File: src/rtl/mmu_dcache_e2_responder.sv
// mmu_dcache_e2_responder: E1/E2 dcache responder with 8-entry DTLB, miss refill window and trap reporting
module mmu_dcache_e2_responder #(
  parameter int NB_ENTRIES   = 8,
  parameter int PAGE_SHIFT   = 12,
  parameter int MISS_LATENCY = 4,
  localparam int IW = $clog2(NB_ENTRIES),
  localparam int VW = 41 - PAGE_SHIFT,
  localparam int CW = $clog2(MISS_LATENCY + 1)
) (
  input  logic          clock,
  input  logic          reset,
  input  logic          e1_dcache_req_i,
  input  logic [40:0]   e1_dcache_virt_addr_i,
  input  logic          e1_glob_acc_i,
  input  logic [3:0]    e1_dcache_size_i,
  input  logic          e1_non_trapping_i,
  input  logic [5:0]    e1_dcache_opc_i,
  input  logic          dcache_e3_stall_i,
  input  logic          tlb_wr_i,
  input  logic [IW-1:0] tlb_wr_idx_i,
  input  logic [VW-1:0] tlb_wr_vpn_i,
  input  logic [3:0]    tlb_wr_flags_i,
  output logic          dcache_e1_grant_o,
  output logic          e2_stall_o,
  output logic          e2_non_trapping_id_cancel_o,
  output logic [1:0]    e2_trap_nomapping_o,
  output logic [1:0]    e2_trap_protection_o,
  output logic [1:0]    e2_trap_writetoclean_o,
  output logic [1:0]    e2_trap_atomictoclean_o,
  output logic          e2_trap_dmisalign_o,
  output logic [1:0]    e2_trap_dsyserror_o
);
  typedef enum logic [1:0] {IDLE, LOOKUP, MISS, RESULT} state_t;
  state_t state_q, state_d;
  logic [CW-1:0] cnt_q, cnt_d;
  logic [5:0] opc_q, opc_d;
  logic [VW-1:0] vpn_q, vpn_d;
  logic [3:0] off_q, off_d, size_q, size_d;
  logic gacc_q, gacc_d, nt_q, nt_d;
  logic [NB_ENTRIES-1:0] tv_q, tv_d, tg_q, tg_d, tw_q, tw_d, td_q, td_d;
  logic [NB_ENTRIES-1:0][VW-1:0] tvpn_q, tvpn_d;
  logic [IW:0] nhit;
  logic [IW-1:0] hidx;
  logic is_store, is_at, is_dzerol, is_touch, is_line, is_wr, is_load;
  logic size_ok, misalign, hit, multi, ok, t_sys, t_nomap, t_prot, t_wtc, t_atc;
  logic res_cycle, show, unused_addr;
  logic [1:0] lane;
  assign unused_addr = ^e1_dcache_virt_addr_i[PAGE_SHIFT-1:4];
  assign is_store  = opc_q == 6'b000010;
  assign is_at     = opc_q == 6'b000011 || opc_q == 6'b000111 || opc_q == 6'b001111;
  assign is_dzerol = opc_q == 6'b100000;
  assign is_touch  = opc_q == 6'b011100;
  assign is_line   = is_dzerol || is_touch || opc_q == 6'b011000 || opc_q == 6'b111000 || opc_q == 6'b001000;
  assign is_wr     = is_store || is_dzerol;
  assign is_load   = !is_line && !is_store && !is_at;
  always_comb begin
    nhit = '0;
    hidx = '0;
    for (int i = 0; i < NB_ENTRIES; i++)
      if (tv_q[i] && tvpn_q[i] == vpn_q && (tg_q[i] || !gacc_q)) begin
        nhit = nhit + 1'b1;
        hidx = IW'(i);
      end
  end
  assign size_ok  = size_q == 4'd1 || size_q == 4'd2 || size_q == 4'd4 || size_q == 4'd8;
  assign misalign = !is_line && (!size_ok || (off_q & (size_q - 4'd1)) != 4'd0);
  assign hit      = nhit != '0;
  assign multi    = nhit > (IW+1)'(1);
  assign ok       = !misalign && hit && !multi;
  assign t_sys    = !misalign && multi;
  assign t_nomap  = !misalign && !hit;
  assign t_prot   = ok && (is_wr || is_at) && !tw_q[hidx];
  assign t_wtc    = ok && is_wr && tw_q[hidx] && !td_q[hidx];
  assign t_atc    = ok && is_at && tw_q[hidx] && !td_q[hidx];
  // A miss in the first E2 cycle is not a result; the re-lookup in RESULT reports it.
  assign res_cycle = (state_q == LOOKUP && (misalign || hit)) || state_q == RESULT;
  assign e2_non_trapping_id_cancel_o = res_cycle && is_load && nt_q && (t_sys || t_nomap || t_prot || t_wtc || t_atc);
  assign show = res_cycle && !is_touch && !e2_non_trapping_id_cancel_o;
  assign lane = is_line ? 2'b10 : 2'b01;
  assign e2_trap_dmisalign_o     = show && misalign;
  assign e2_trap_dsyserror_o     = (show && t_sys) ? lane : 2'b00;
  assign e2_trap_nomapping_o     = (show && t_nomap) ? lane : 2'b00;
  assign e2_trap_protection_o    = (show && t_prot) ? lane : 2'b00;
  assign e2_trap_writetoclean_o  = (show && t_wtc) ? lane : 2'b00;
  assign e2_trap_atomictoclean_o = (show && t_atc) ? lane : 2'b00;
  assign e2_stall_o        = (state_q == LOOKUP && !misalign && !hit) || state_q == MISS;
  assign dcache_e1_grant_o = e1_dcache_req_i && !e2_stall_o && !dcache_e3_stall_i;
  always_comb begin
    state_d = state_q;
    cnt_d   = cnt_q;
    opc_d   = opc_q;
    vpn_d   = vpn_q;
    off_d   = off_q;
    size_d  = size_q;
    gacc_d  = gacc_q;
    nt_d    = nt_q;
    if (!dcache_e3_stall_i) begin
      if (state_q == MISS) begin
        cnt_d   = cnt_q + CW'(1);
        state_d = cnt_d == CW'(MISS_LATENCY) ? RESULT : MISS;
      end else if (e2_stall_o) begin
        cnt_d   = CW'(1);
        state_d = MISS_LATENCY == 1 ? RESULT : MISS;
      end else
        state_d = dcache_e1_grant_o ? LOOKUP : IDLE;
    end
    if (dcache_e1_grant_o) begin
      opc_d  = e1_dcache_opc_i;
      vpn_d  = e1_dcache_virt_addr_i[40:PAGE_SHIFT];
      off_d  = e1_dcache_virt_addr_i[3:0];
      size_d = e1_dcache_size_i;
      gacc_d = e1_glob_acc_i;
      nt_d   = e1_non_trapping_i;
    end
  end
  always_comb begin
    tv_d   = tv_q;
    tg_d   = tg_q;
    tw_d   = tw_q;
    td_d   = td_q;
    tvpn_d = tvpn_q;
    if (tlb_wr_i) begin
      {tv_d[tlb_wr_idx_i], tg_d[tlb_wr_idx_i], tw_d[tlb_wr_idx_i], td_d[tlb_wr_idx_i]} = tlb_wr_flags_i;
      tvpn_d[tlb_wr_idx_i] = tlb_wr_vpn_i;
    end
  end
  always_ff @(posedge clock) begin
    if (reset) begin
      state_q <= IDLE;
      cnt_q   <= '0;
      opc_q   <= '0;
      vpn_q   <= '0;
      off_q   <= '0;
      size_q  <= '0;
      gacc_q  <= 1'b0;
      nt_q    <= 1'b0;
      tv_q    <= '0;
      tg_q    <= '0;
      tw_q    <= '0;
      td_q    <= '0;
      tvpn_q  <= '0;
    end else begin
      state_q <= state_d;
      cnt_q   <= cnt_d;
      opc_q   <= opc_d;
      vpn_q   <= vpn_d;
      off_q   <= off_d;
      size_q  <= size_d;
      gacc_q  <= gacc_d;
      nt_q    <= nt_d;
      tv_q    <= tv_d;
      tg_q    <= tg_d;
      tw_q    <= tw_d;
      td_q    <= td_d;
      tvpn_q  <= tvpn_d;
    end
  end
endmodule

File: config.mk
export PLATFORM = sky130hd
export DESIGN_NAME = mmu_dcache_e2_responder
export DESIGN_NICKNAME = d
export VERILOG_FILES = /design/src/rtl/mmu_dcache_e2_responder.sv
export SDC_FILE = /design/constraint.sdc
export NUM_CORES = 1
export LEC_CHECK = 0
export CORE_ASPECT_RATIO = 1.4
export CORE_MARGIN = 2
export CORE_UTILIZATION = 45
export CTS_BUF_LIST = sky130_fd_sc_hd__clkbuf_4 sky130_fd_sc_hd__clkbuf_8
export DETAILED_ROUTE_END_ITERATION = 10
export PLACE_DENSITY = 0.64
export SLEW_MARGIN = 0
export SYNTH_ARGS = -nofsm -noshare
export SYNTH_HDL_FRONTEND = slang
export SYNTH_SLANG_ARGS = --single-unit
File: constraint.sdc
create_clock -name clock -period 11.1 [get_ports clock]
set_clock_uncertainty 0.1 [all_clocks]
set_input_delay 3.33 -clock clock [delete_from_list [all_inputs] [get_ports clock]]
set_output_delay 3.33 -clock clock [all_outputs]
set_load 0.02 [all_outputs]
==> impl_metrics.json <==
{
  "drive_gt1_share_pct": 8.80,
  "async_flop_share_pct": 0,
  "critPathKind": "reg2out",
  "detail-route-antenna-nets": 0,
  "dr.first_iter.drc_count": 1244,
  "hold_violations": 0,
  "synth_most_common_cell": "nand2_1",
  "outcome": "completed",
  "synth-seq-cells": 314,
  "htree_levels": 2,
  "first_pass_iters": 7,
  "clkPwrFrac_pct": 39.5,
  "finalCritPeriodShare_pct": 97.0,
  "drv_slew": 0,
  "p_sw_uw": 708,
  "ys_warn_count": 0,
  "synth_top_area_cell": "dfxtp_1",
  "yosys-top-cells-count": "nand2_1, a21oi_1, dfxtp_1",
  "vias": 14528,
  "syn-cell-area_um2": 16000,
  "num_rows": 81,
  "critical_path.slowest_cell": "or4b_1",
  "end_kind": "output port",
  "leakagePower_uw": 0.00644,
  "syn_inst": 2058,
  "grt_pass1_vias": 13803,
  "clkSinkCount": 314,
  "cts_made_buffers": 49,
  "final_core_util_pct": 52.0,
  "grt_pass1_wl_mm": 81.1,
  "synth-main-ff-cell": "dfxtp_1",
  "antennaDiodeCount": 0,
  "grt_overflow": 0,
  "cap_violations": 0,
  "start_util_pct": 45.8,
  "p_total_uw": 2540,
  "relSlewSlack_pct": 24.5,
  "worst_path_most_repeated_cell": "ha_1",
  "root_buffer": "clkbuf_8",
  "dieArea_um2": 37200,
  "p_seq_share_pct": 46.4,
  "routed_wl_mm": 54.8,
  "area_delta_synth_final_pct": 13.7,
  "io_buffer_count": 98,
  "swShare_pct": 27.8,
  "grt_max_degree": 110,
  "vias_per_cell": 5.63,
  "hp-start": "tw_q[1]",
  "die_w_um": 164,
  "ys_seq_area_share_pct": 39.2,
  "hp-class": "reg2reg",
  "track_usage_pct": 29.1,
  "insertion_delay_ps": 610,
  "die_h_um": 227,
  "final_cell_count_no_fill": 2582,
  "synth_top_area_share_pct": 39.2,
  "worstMarginPinSlew_ps": 1120,
  "postLayoutCellArea_um2": 18200,
  "final_nets": 2200,
  "fp.coreArea_um2": 35100,
  "r2r_slack_ps": 3880,
  "synth-edff-count": 0,
  "period_needed_ps": 10770,
  "cpPeakStageDelay_ps": 480,
  "yosys-top-cells-area": "dfxtp_1, nand2_1, xnor2_1, a21oi_1, nand4_1",
  "synth_nets": 2165,
  "tns_ps": 0,
  "dpl.hpwl_mm": 37.4,
  "synthDistinctLibCells": 72,
  "p_per_area_nw_per_um2": 139,
  "start_kind": "flop",
  "ir_drop_uv": 115,
  "reg2reg_from": "vpn_q[0]",
  "worst_ep_required_time_ps": 7670,
  "dpl-instance-area_um2": 17200,
  "fmax_ghz": 0.0929,
  "p_comb_share_pct": 14.0,
  "r2r-end": "vpn_q[23]",
  "clockBufferDepth": 3,
  "reg2reg_depth": 29,
  "gp_congestion": 0.955,
  "drc": 0,
  "hold_depth": 2,
  "clkTransAtPathRegs_ps": 60,
  "pin_count": 108,
  "dp.cells": 2495,
  "cts_tree": "built",
  "internal-power_uw": 1840,
  "worstPathMaxFanout": 5,
  "rsz0062_at_grt": "no",
  "avgRoutedWirePerCell_um": 21.2,
  "syn_area_per_cell_um2": 7.80,
  "critPathArrivalTime_ps": 7340,
  "finalSetupViolCount": 0,
  "antenna_found_initial": 0,
  "worstHoldEndpoint": "tw_q[1]"
}
[per-stage QoR]
| step | setup slack (ps) | hold WS (ps) |
|---|---|---|
| finish | 335 | 351 |
| global route | 0.591 | 373 |
| CTS | 23.2 | 352 |
| detailed placement | 464 | 343 |
| global placement | 557 | 338 |
| floorplan | 1570 | 331 |
[repair_timing]
action	4_1_cts	5_1_grt
endpoints found under the setup margin	7	12
hold buffers	0	0
pin swaps	0	4
buffers inserted	2	1
resized for setup	5	30
[layer usage]
layer	track usage (%)	part of all wire (%)	up-vias
met5	0	0	-
met4	18.4	7.3	0
met3	3.26	6.1	168
met2	50.7	49	554
met1	34.1	38	6860
li1	-	-	6946
[cells in the final DEF (no fill, tap or decap), drive strengths merged, types with 5 or more instances in the layout]
cell           instances
a211oi                 8
nand3b                 6
nand2                571
nand3                 23
nand2b                13
nor2                  43
a21o                   5
xnor2                193
nor2b                 11
nand4                 70
nor4                  31
clkdlybuf4s50         85
dfxtp                314
buf                   61
clkbuf                82
and4                   5
and2                   6
inv                   23
or3b                  47
nor3                  16
ha                    13
o21ai                 52
mux2i                 10
a21oi                319
dlymetal6s2s           8
xor2                  51
[cell families after synthesis]
kind of cell             count (synthesis)  share of synthesized area (%)
other                                    1                         0.0234
XOR/XNOR                               247                           14.0
adder cells (fa/ha/maj)                 14                           1.08
AND/OR/NAND/NOR                        859                           24.8
flip-flops                             314                           39.2
multiplexers                            13                          0.835
AO/OA/AOI/OAI                          414                           14.0
buffers and inverters                  196                           6.04
[power by group through the flow]
stage	clock network [uW]	registers [uW]	logic [uW]
4_1_cts	1020	1180	352
2_1_floorplan	0	1200	229
6_report	1010	1180	357
3_5_place_dp	0	1210	351
5_1_grt	1060	1180	380
3_3_place_gp	0	1200	347
[critical path, delay by kind of cell (launching register included)]
kind,cells,cell delay [ps]
xor+xnor,2,570
flops,1,380
fa+ha+maj,5,1460
buf+inv,6,850
simple gates,11,2340
compound gates,6,1120
[sequential cells by signal, summed over array words and instances, names as in the netlist, 2 cells and up]
| name | cells |
|---|---|
| state_q | 2 |
| vpn_q | 29 |
| opc_q | 6 |
| off_q | 4 |
| tvpn_q | 232 |
| cnt_q | 3 |
| tw_q | 8 |
| tv_q | 8 |
| size_q | 4 |
| tg_q | 8 |
| td_q | 8 |
[area by class of cell]
| type | count | area [um^2] |
|---|---|---|
| flip-flops and latches | 314 | 6290 |
| clock inverters | 5 | 27.5 |
| multi-input cells | 1548 | 8860 |
| well taps | 456 | 571 |
| inverters | 23 | 86.3 |
| repair buffers | 157 | 1430 |
| clock buffers | 79 | 968 |
| fillers | 3466 | 16800 |
[worst max-delay path by stage]
| stage | startpoint | endpoint | slack, ps | cells after the start |
|---|---|---|---|---|
| after CTS | vpn_q[6] | e2_trap_nomapping_o[1] | 20 | 30 |
| after floorplan | vpn_q[0] | e2_trap_atomictoclean_o[0] | 1570 | 28 |
| after global routing | vpn_q[19] | e2_trap_nomapping_o[0] | 0.6 | 32 |
| after detailed placement | vpn_q[0] | e2_trap_atomictoclean_o[0] | 460 | 28 |
| after global placement | vpn_q[0] | e2_trap_atomictoclean_o[0] | 560 | 28 |
| final | vpn_q[0] | e2_trap_nomapping_o[0] | 330 | 30 |
(Power assumes the default switching activity.)
